--- src/rtl/rtc_ticker.sv ---
// rtc_ticker: free-running BCD calendar clock with a per-field carry FSM and atomic 65-bit output.
module rtc_ticker #(
    parameter int CLK_HZ = 12000000
) (
    input  logic        CLK,
    input  logic        nRESET,
    input  logic [64:0] RTC_IN,
    input  logic        RTC_IN_VALID,
    output logic [64:0] RTC_OUT,
    output logic        SEC_PULSE,
    output logic        BUSY
);
    localparam int PW = CLK_HZ > 1 ? $clog2(CLK_HZ) : 1;
    localparam logic [55:0] RST_TIME = 56'h06_00_01_01_000000;

    typedef enum logic [2:0] {IDLE, S_SEC, S_MIN, S_HOUR, S_DAY, S_MON, S_YEAR, COMMIT} state_t;

    state_t      state_q, state_d;
    logic [PW-1:0] ps_q;
    logic        vld_q, tog_q, pulse_q;
    logic [55:0] w_q, w_d, out_q;
    logic        tick, load, carry, leap;
    logic [7:0]  wday, year, mon, day, hour, mins, sec, mlen;
    logic        unused_in;

    function automatic logic [7:0] inc(input logic [7:0] v);
        return v[3:0] >= 4'd9 ? {v[7:4] + 4'd1, 4'd0} : {v[7:4], v[3:0] + 4'd1};
    endfunction

    assign unused_in = ^RTC_IN[64:56];
    assign {wday, year, mon, day, hour, mins, sec} = w_q;
    assign tick = ps_q == PW'(CLK_HZ - 1);
    assign load = RTC_IN_VALID && !vld_q;
    assign leap = year[4] ? (year[3:0] == 4'd2 || year[3:0] == 4'd6)
                          : (year[3:0] == 4'd0 || year[3:0] == 4'd4 || year[3:0] == 4'd8);
    assign mlen = mon == 8'h02 ? (leap ? 8'h29 : 8'h28)
                : (mon == 8'h04 || mon == 8'h06 || mon == 8'h09 || mon == 8'h11) ? 8'h30 : 8'h31;

    always_comb begin
        w_d   = w_q;
        carry = 1'b0;
        case (state_q)
            S_SEC:  begin carry = sec >= 8'h59;  w_d[7:0]   = carry ? 8'h00 : inc(sec);  end
            S_MIN:  begin carry = mins >= 8'h59; w_d[15:8]  = carry ? 8'h00 : inc(mins); end
            S_HOUR: begin carry = hour >= 8'h23; w_d[23:16] = carry ? 8'h00 : inc(hour); end
            S_DAY: begin
                carry       = day >= mlen;
                w_d[31:24]  = carry ? 8'h01 : inc(day);
                w_d[55:48]  = wday >= 8'h06 ? 8'h00 : inc(wday);
            end
            S_MON:  begin carry = mon >= 8'h12;  w_d[39:32] = carry ? 8'h01 : inc(mon);  end
            S_YEAR: w_d[47:40] = year >= 8'h99 ? 8'h00 : inc(year);
            default: ;
        endcase
        state_d = state_q == IDLE   ? (tick ? S_SEC : IDLE)
                : state_q == COMMIT ? IDLE
                : carry             ? state_t'(state_q + 3'd1) : COMMIT;
    end

    always_ff @(posedge CLK or negedge nRESET) begin
        if (!nRESET) begin
            state_q <= IDLE;
            ps_q    <= '0;
            vld_q   <= 1'b0;
            tog_q   <= 1'b0;
            pulse_q <= 1'b0;
            w_q     <= RST_TIME;
            out_q   <= RST_TIME;
        end else begin
            vld_q <= RTC_IN_VALID;
            if (load) begin
                state_q <= IDLE;
                ps_q    <= '0;
                w_q     <= RTC_IN[55:0];
                out_q   <= RTC_IN[55:0];
                tog_q   <= ~tog_q;
                pulse_q <= 1'b0;
            end else begin
                state_q <= state_d;
                ps_q    <= tick ? '0 : ps_q + 1'b1;
                w_q     <= w_d;
                pulse_q <= state_d == COMMIT;
                // the last field state publishes the whole word at once
                if (state_d == COMMIT) begin
                    out_q <= w_d;
                    tog_q <= ~tog_q;
                end
            end
        end
    end

    assign RTC_OUT   = {tog_q, 8'h40, out_q};
    assign SEC_PULSE = pulse_q;
    assign BUSY      = state_q != IDLE;
endmodule

--- config.mk ---
export PLATFORM = sky130hd
export DESIGN_NAME = rtc_ticker
export DESIGN_NICKNAME = d
export VERILOG_FILES = /design/src/rtl/rtc_ticker.sv
export SDC_FILE = /design/constraint.sdc
export NUM_CORES = 1
export LEC_CHECK = 0
export BUFFER_PORTS_ARGS = -buffer_cell sky130_fd_sc_hd__buf_2
export CAP_MARGIN = 20
export CORE_ASPECT_RATIO = 0.5
export CORE_MARGIN = 2
export CORE_UTILIZATION = 50
export DETAILED_ROUTE_END_ITERATION = 6
export GPL_ROUTABILITY_DRIVEN = 1
export PLACE_DENSITY_LB_ADDON = 0.25
export SLEW_MARGIN = 40
export SYNTH_ARGS = -nofsm -noshare
export SYNTH_HDL_FRONTEND = slang
export SYNTH_SLANG_ARGS = --single-unit
export TNS_END_PERCENT = 50
--- constraint.sdc ---
create_clock -name CLK -period 9.15 [get_ports CLK]
set_input_delay 1.3725 -clock CLK [delete_from_list [all_inputs] [get_ports CLK]]
set_output_delay 1.3725 -clock CLK [all_outputs]
set_load 0.02 [all_outputs]
**Yosys cells after proc, flatten, opt, wreduce, memory -nomap -nowiden**

Cells that the tools add are included.

- Logic and storage cells: 107
- Bits in registers: 142
- Bits of input ports: 68

- $lt $le $gt $ge: 14
- Equality and inequality tests: 18
- Add/subtract/negate cells: 16
- Bitwise operators: 1
- Mux-type cells: 39
- Reduce and logical (&&, ||, !) cells: 12

Operator list:

| operator | number |
|---|---|
| $mux W56 | 3 |
| $mux W8 | 21 |
| $add A4 B1 Y4 const B | 14 |
| $mux W24 | 2 |
| $ge A4 B4 Y1 const B | 7 |
| $add A24 B1 Y24 const B | 1 |
| $eq A24 B24 Y1 const B | 1 |
| $eq A8 B3 Y1 const B | 2 |
| $ge A8 B7 Y1 const B | 2 |
| $eq A3 B3 Y1 const B | 5 |
| $mux W3 | 4 |
| $eq A4 B3 Y1 const B | 2 |
| $eq A8 B2 Y1 const B | 1 |
| $eq A8 B4 Y1 const B | 1 |
| $eq A8 B5 Y1 const B | 1 |
| $ge A8 B3 Y1 const B | 1 |
| $ge A8 B5 Y1 const B | 1 |
| $ge A8 B6 Y1 | 1 |
| $ge A8 B6 Y1 const B | 1 |
| $ge A8 B8 Y1 const B | 1 |
| $mux W1 | 7 |
| $eq A3 B2 Y1 const B | 2 |
| $logic_or A1 B1 Y1 | 6 |
| $mux W5 | 1 |
| other kinds (12) | 12 |

**Longest topological paths before layout**

- Word-level depth: 14
- Depth in mapped cells: 14
- Mapped depth without buffers: 13

**Worst setup path before layout**

No wires, ideal clock.

- Path type: register -> register
- Start: reg w_q[32]
- End: reg out_q[22]
- Clock period less this slack: 2985 ps
- Stages on the path, launching flop included: 15
- Library setup time: 126 ps
- Arrival time: 2859 ps
- Data required time: 9024 ps
- Slack: 6165 ps
- Path buffers: 1
- Cell sequence: dfstp_2 inv_1 ha_1 nor2_1 o21ai_0 o2111ai_1 nand2_1 nand2_1 ha_1 nor4b_1 o21ai_1 a22oi_2 a21boi_4 buf_6 o32a_1

- Longest elaborated chain between the ends: 13
- Elaborated cells between the ends (all ways): 18
- Classes of those cells: order compare (2); eq/ne (6); mux (6); reduce/logical (4)

RTL lines:

| what | line | text |
|---|---|---|
| start, declared | 21 | `logic [55:0] w_q, w_d, out_q;` |
| start signal, assigned | 74 | `w_q <= RTC_IN[55:0];` |
| start signal, assigned | 81 | `w_q <= w_d;` |
| $eq A8 B3 Y1 | 37 | `: (mon == 8'h04 \|\| mon == 8'h06 \|\| mon == 8'h09 \|\| mon == 8'h11) ? 8'h30 : 8'h31;` |
| $logic_or A1 B1 Y1 (3 in a row) | 37 |  |
| $mux W1 | 37 |  |
| $mux W5 | 36 | `assign mlen = mon == 8'h02 ? (leap ? 8'h29 : 8'h28)` |
| $ge A8 B6 Y1 | 47 | `carry = day >= mlen;` |
| $pmux W1 S5 * | 42 | `case (state_q)` |
| $mux W3 * | 57 | `: carry ? state_t'(state_q + 3'd1) : COMMIT;` |
| $mux W3 * | 56 | `: state_q == COMMIT ? IDLE` |
| $mux W3 * | 55 | `state_d = state_q == IDLE ? (tick ? S_SEC : IDLE)` |
| $eq A3 B3 Y1 * | 84 | `if (state_d == COMMIT) begin` |
| $reduce_bool A2 Y1 (no line) * | -- |  |
| end signal, assigned | 75 | `out_q <= RTC_IN[55:0];` |
| end signal, assigned | 85 | `out_q <= w_d;` |
| end, declared | 21 |  |

Mark *: on every way between the ends. The rest lies on a longest branch, timed or not.
A chain may end at the register's enable or synchronous reset.

**Worst setup path after layout**

- Start: reg w_q[40]
- End: reg out_q[35]

- Longest elaborated chain between the ends: 13
- Elaborated cells between the ends (all ways): 18
- Classes of those cells: order compare (1); eq/ne (5); mux (7); reduce/logical (5)

RTL lines:

| what | line | text |
|---|---|---|
| $eq A4 B3 Y1 or $logic_not A4 Y1 (tied branches) | 35 | `: (year[3:0] == 4'd0 \|\| year[3:0] == 4'd4 \|\| year[3:0] == 4'd8);` |
| $logic_or A1 B1 Y1 (2 in a row) | 35 |  |
| $mux W1 * | 34 | `assign leap = year[4] ? (year[3:0] == 4'd2 \|\| year[3:0] == 4'd6)` |
| $mux W1 * | 36 |  |
| $mux W5 * | 36 |  |
| $ge A8 B6 Y1 * | 47 |  |
| $pmux W1 S5 * | 42 |  |
| $mux W3 * | 57 |  |
| $mux W3 * | 56 |  |
| $mux W3 * | 55 |  |
| $eq A3 B3 Y1 * | 84 |  |
| $reduce_bool A2 Y1 (no line) * | -- |  |

Marked as above.

==> summary.txt <==
Outcome
  • Status: completed

Synth
  • Async set-reset flop share out of synthesis: 100.0%
  • Cell variety after synth: 74
  • Synthesized area: 8167 µm²
  • Seq/Total Area, Yosys: 43.63%
  • Synthesized area per cell: 9.757 µm²
  • Ys Warns: 0
  • Ys flop type: dfrtp_1
  • Seq cells post-synth: 142
  • Post-synth EDFFs: 0
  • Post-Syn Instances: 837

CTS
  • CTS root buffer: clkbuf_16
  • Clock-pin slew on the worst setup and hold paths: 0.06 ns
  • Clk buf depth: 2
  • Hold Buf Count CTS: 0
  • Post-cts sizing count: 0
  • CTS H-tree lvls: 4
  • Clock Sinks: 142
  • CTS tree: built
  • Post-CTS Setup Bufs: 0
  • TritonCTS Buffers: 17
  • Worst-Skew Late Latency: 0.43 ns

Die
  • Starting Density: 52.03%
  • Full die area: 17430 µm²
  • Die height: 94.37 µm
  • Row cnt: 32
  • Core area: 15700 µm²
  • I/O Pins: 135
  • Die W: 184.7 µm

Detailed routing
  • WL final: 22270 µm
  • DRT antenna net count: 0
  • DR vias: 6937
  • Vias per inst: 5.924
  • DR WL/cell: 19.02 µm
  • DRC: 0
  • Pre-antenna DRT Iters: 5
  • Number of DRC markers in iteration 0: 493

STA
  • Worst-Margin Slew: 0.8561 ns
  • Final Skew: 0.01282 ns
  • Relative slew slack: 42.62%
  • Fin crit share: 43.87%
  • Fmax: 249.1 MHz
  • Total negative slack: 0 ns
  • Final min period: 4.014 ns
  • Final Max Slew Viols: 0
  • Final setup fails: 0
  • Final hold violations: 0
  • Unrepaired setup endpoints after global routing: false

Global routing
  • Largest net degree at the start of global routing: 86
  • Vias in the first global route: 6790
  • First-pass GRT wire length: 35720 µm
  • GR Util All Layers: 26.73%
  • Remaining global-route overflow: 0
  • Initial antenna violation count: 0

Critical path
  • Crit-path slowest cell: nor3_2
  • Worst setup SP type: flip-flop
  • Critical Path RT: 9.43 ns
  • Crit path cell chain: inv_1 > ha_1 > nand2b_1 > a21boi_0 > o221ai_1 > nand3_1 > nand2_1 > ha_1 > nor4b_1 > o21ai_1 > a22o_1 > nor3_2 > buf_4 > o22ai_1
  • Top delay family on crit path: simple AND/OR/NAND/NOR gates
  • CP arrival: 4.29 ns
  • Max incr delay on CP: 0.71 ns
  • Worst path buffer plus inverter count: 2
  • Setup CP Type: reg -> reg
  • Crit end category: flip-flop
  • Critical path's most frequent cell: ha_1
  • Worst-path fanout max: 16

Finish
  • Fill cells: 1360
  • Non-filler cells, final: 1171
  • Final Instance Area: 9565 µm²
  • Share of cells above drive strength 1: 21.52%
  • Layout area overhead: 17.13%
  • Layout Nets: 1053

Job
  • Max Cap Viol: 0

Placed design
  • Placed Area: 8907 µm²
  • I/O Buffers: 117
  • Final HPWL DP: 14950 µm
  • Placer Congestion: 0.8743
  • Placed Cells: 1137

Power
  • Total power: 3.798 mW
  • Max VDD drop: 0.0002392 V
  • Cell Pwr Density: 397.0 nW/µm²
  • LEAKAGE: 4.321 nW

Min path
  • Worst Hold Class: reg -> reg
-- synthesized netlist by cell type, drive strengths merged (14+ instances only) --
| master | number | area, µm² |
|---|---|---|
| dfrtp | 134 | 3353 |
| nand2 | 72 | 270.3 |
| nor2 | 70 | 262.8 |
| ha | 50 | 625.6 |
| inv | 45 | 168.9 |
| clkbuf | 35 | 131.4 |
| o21ai | 32 | 163.9 |
| xnor2 | 27 | 236.5 |
| nand3 | 25 | 135.1 |
| a21oi | 24 | 120.1 |
| and2 | 20 | 125.1 |
| buf | 20 | 132.6 |
| or2 | 19 | 118.9 |
| o32a | 18 | 180.2 |
| nor3 | 14 | 75.07 |
| o31a | 14 | 122.6 |
-- flip-flops by register name, indices dropped and copies added, names as in the netlist --
name	flops
SEC_PULSE	1
state_q	3
w_q	56
tog_q	1
ps_q	24
out_q	56
vld_q	1
-- metrics by stage --
step / hold slack [ns] / utilization, % / setup slack, ns
after detailed placement: 0.4633 / 56.75 / 5.122
after floorplan: 0.4245 / - / 6.165
after global routing: 0.4879 / 60.91 / 4.932
after global placement: 0.4413 / 56.50 / 4.835
final: 0.4703 / 60.95 / 5.136
after CTS: 0.4760 / 60.87 / 5.225
-- metal layers --
layer	global-route usage [%]	wire (µm)	part of all wire (%)	up-vias
li1	-	-	-	3237
met1	37.62	10320	46	3410
met2	42.42	9961	45	270
met3	5.939	1769	7.9	20
met4	6.548	220	0.99	0
met5	0	0	0	-
-- kinds of logic after synthesis --
family,Yosys count,share of synthesized area (%)
multiplexers,6,0.7507
XOR/XNOR,40,4.290
AND/OR/NAND/NOR,281,17.22
other,2,0.09196
adder cells (fa/ha/maj),50,7.660
buffers and inverters,100,5.301
flip-flops,142,43.63
AO/OA/AOI/OAI,216,21.05
-- cells in the final DEF (no fill, tap or decap), types with 23 or more instances in the layout --
cell     Yosys  layout
xnor2_1     27      27
o21ai_0     30      30
inv_1       45      45
dfrtp_1    134     134
ha_1        50      50
nand3_1     23      23
a21oi_1     24      23
nor2_1      70      69
nand2_1     72      71
buf_2        7     116
-- area by class of cell --
cell class	instances	area (µm²)	area share [%]
antenna	2	5.005	0.05232
inverter	45	168.9	1.766
tap	221	276.5	2.891
clock inverter	14	216.5	2.263
multi-input combinational	601	4229	44.21
clock buffer	18	429.2	4.487
sequential	142	3563	37.25
timing repair buffer	128	676.9	7.077
-- final timing paths --
path	depth (start not counted)	from	slack (ns)	to
setup / recovery	14	w_q[40]	5.14	out_q[35]
hold / removal	1	ps_q[0]	0.47	ps_q[0]
setup reg to reg	14	w_q[40]	5.14	out_q[35]
hold reg to reg	1	ps_q[0]	0.47	ps_q[0]
max in group asynchronous	2	nRESET	6.92	w_q[10]
min in group asynchronous	1	nRESET	0.96	ps_q[4]
-- power breakdown --
part           total (mW)  switching, mW  leakage [nW]  internal [mW]
sequential           1.15          0.245          1.75          0.906
combinational        1.87           1.14          2.26          0.732
clock               0.772          0.287         0.314          0.485
Note: power is estimated with default switching activity, not from simulation.
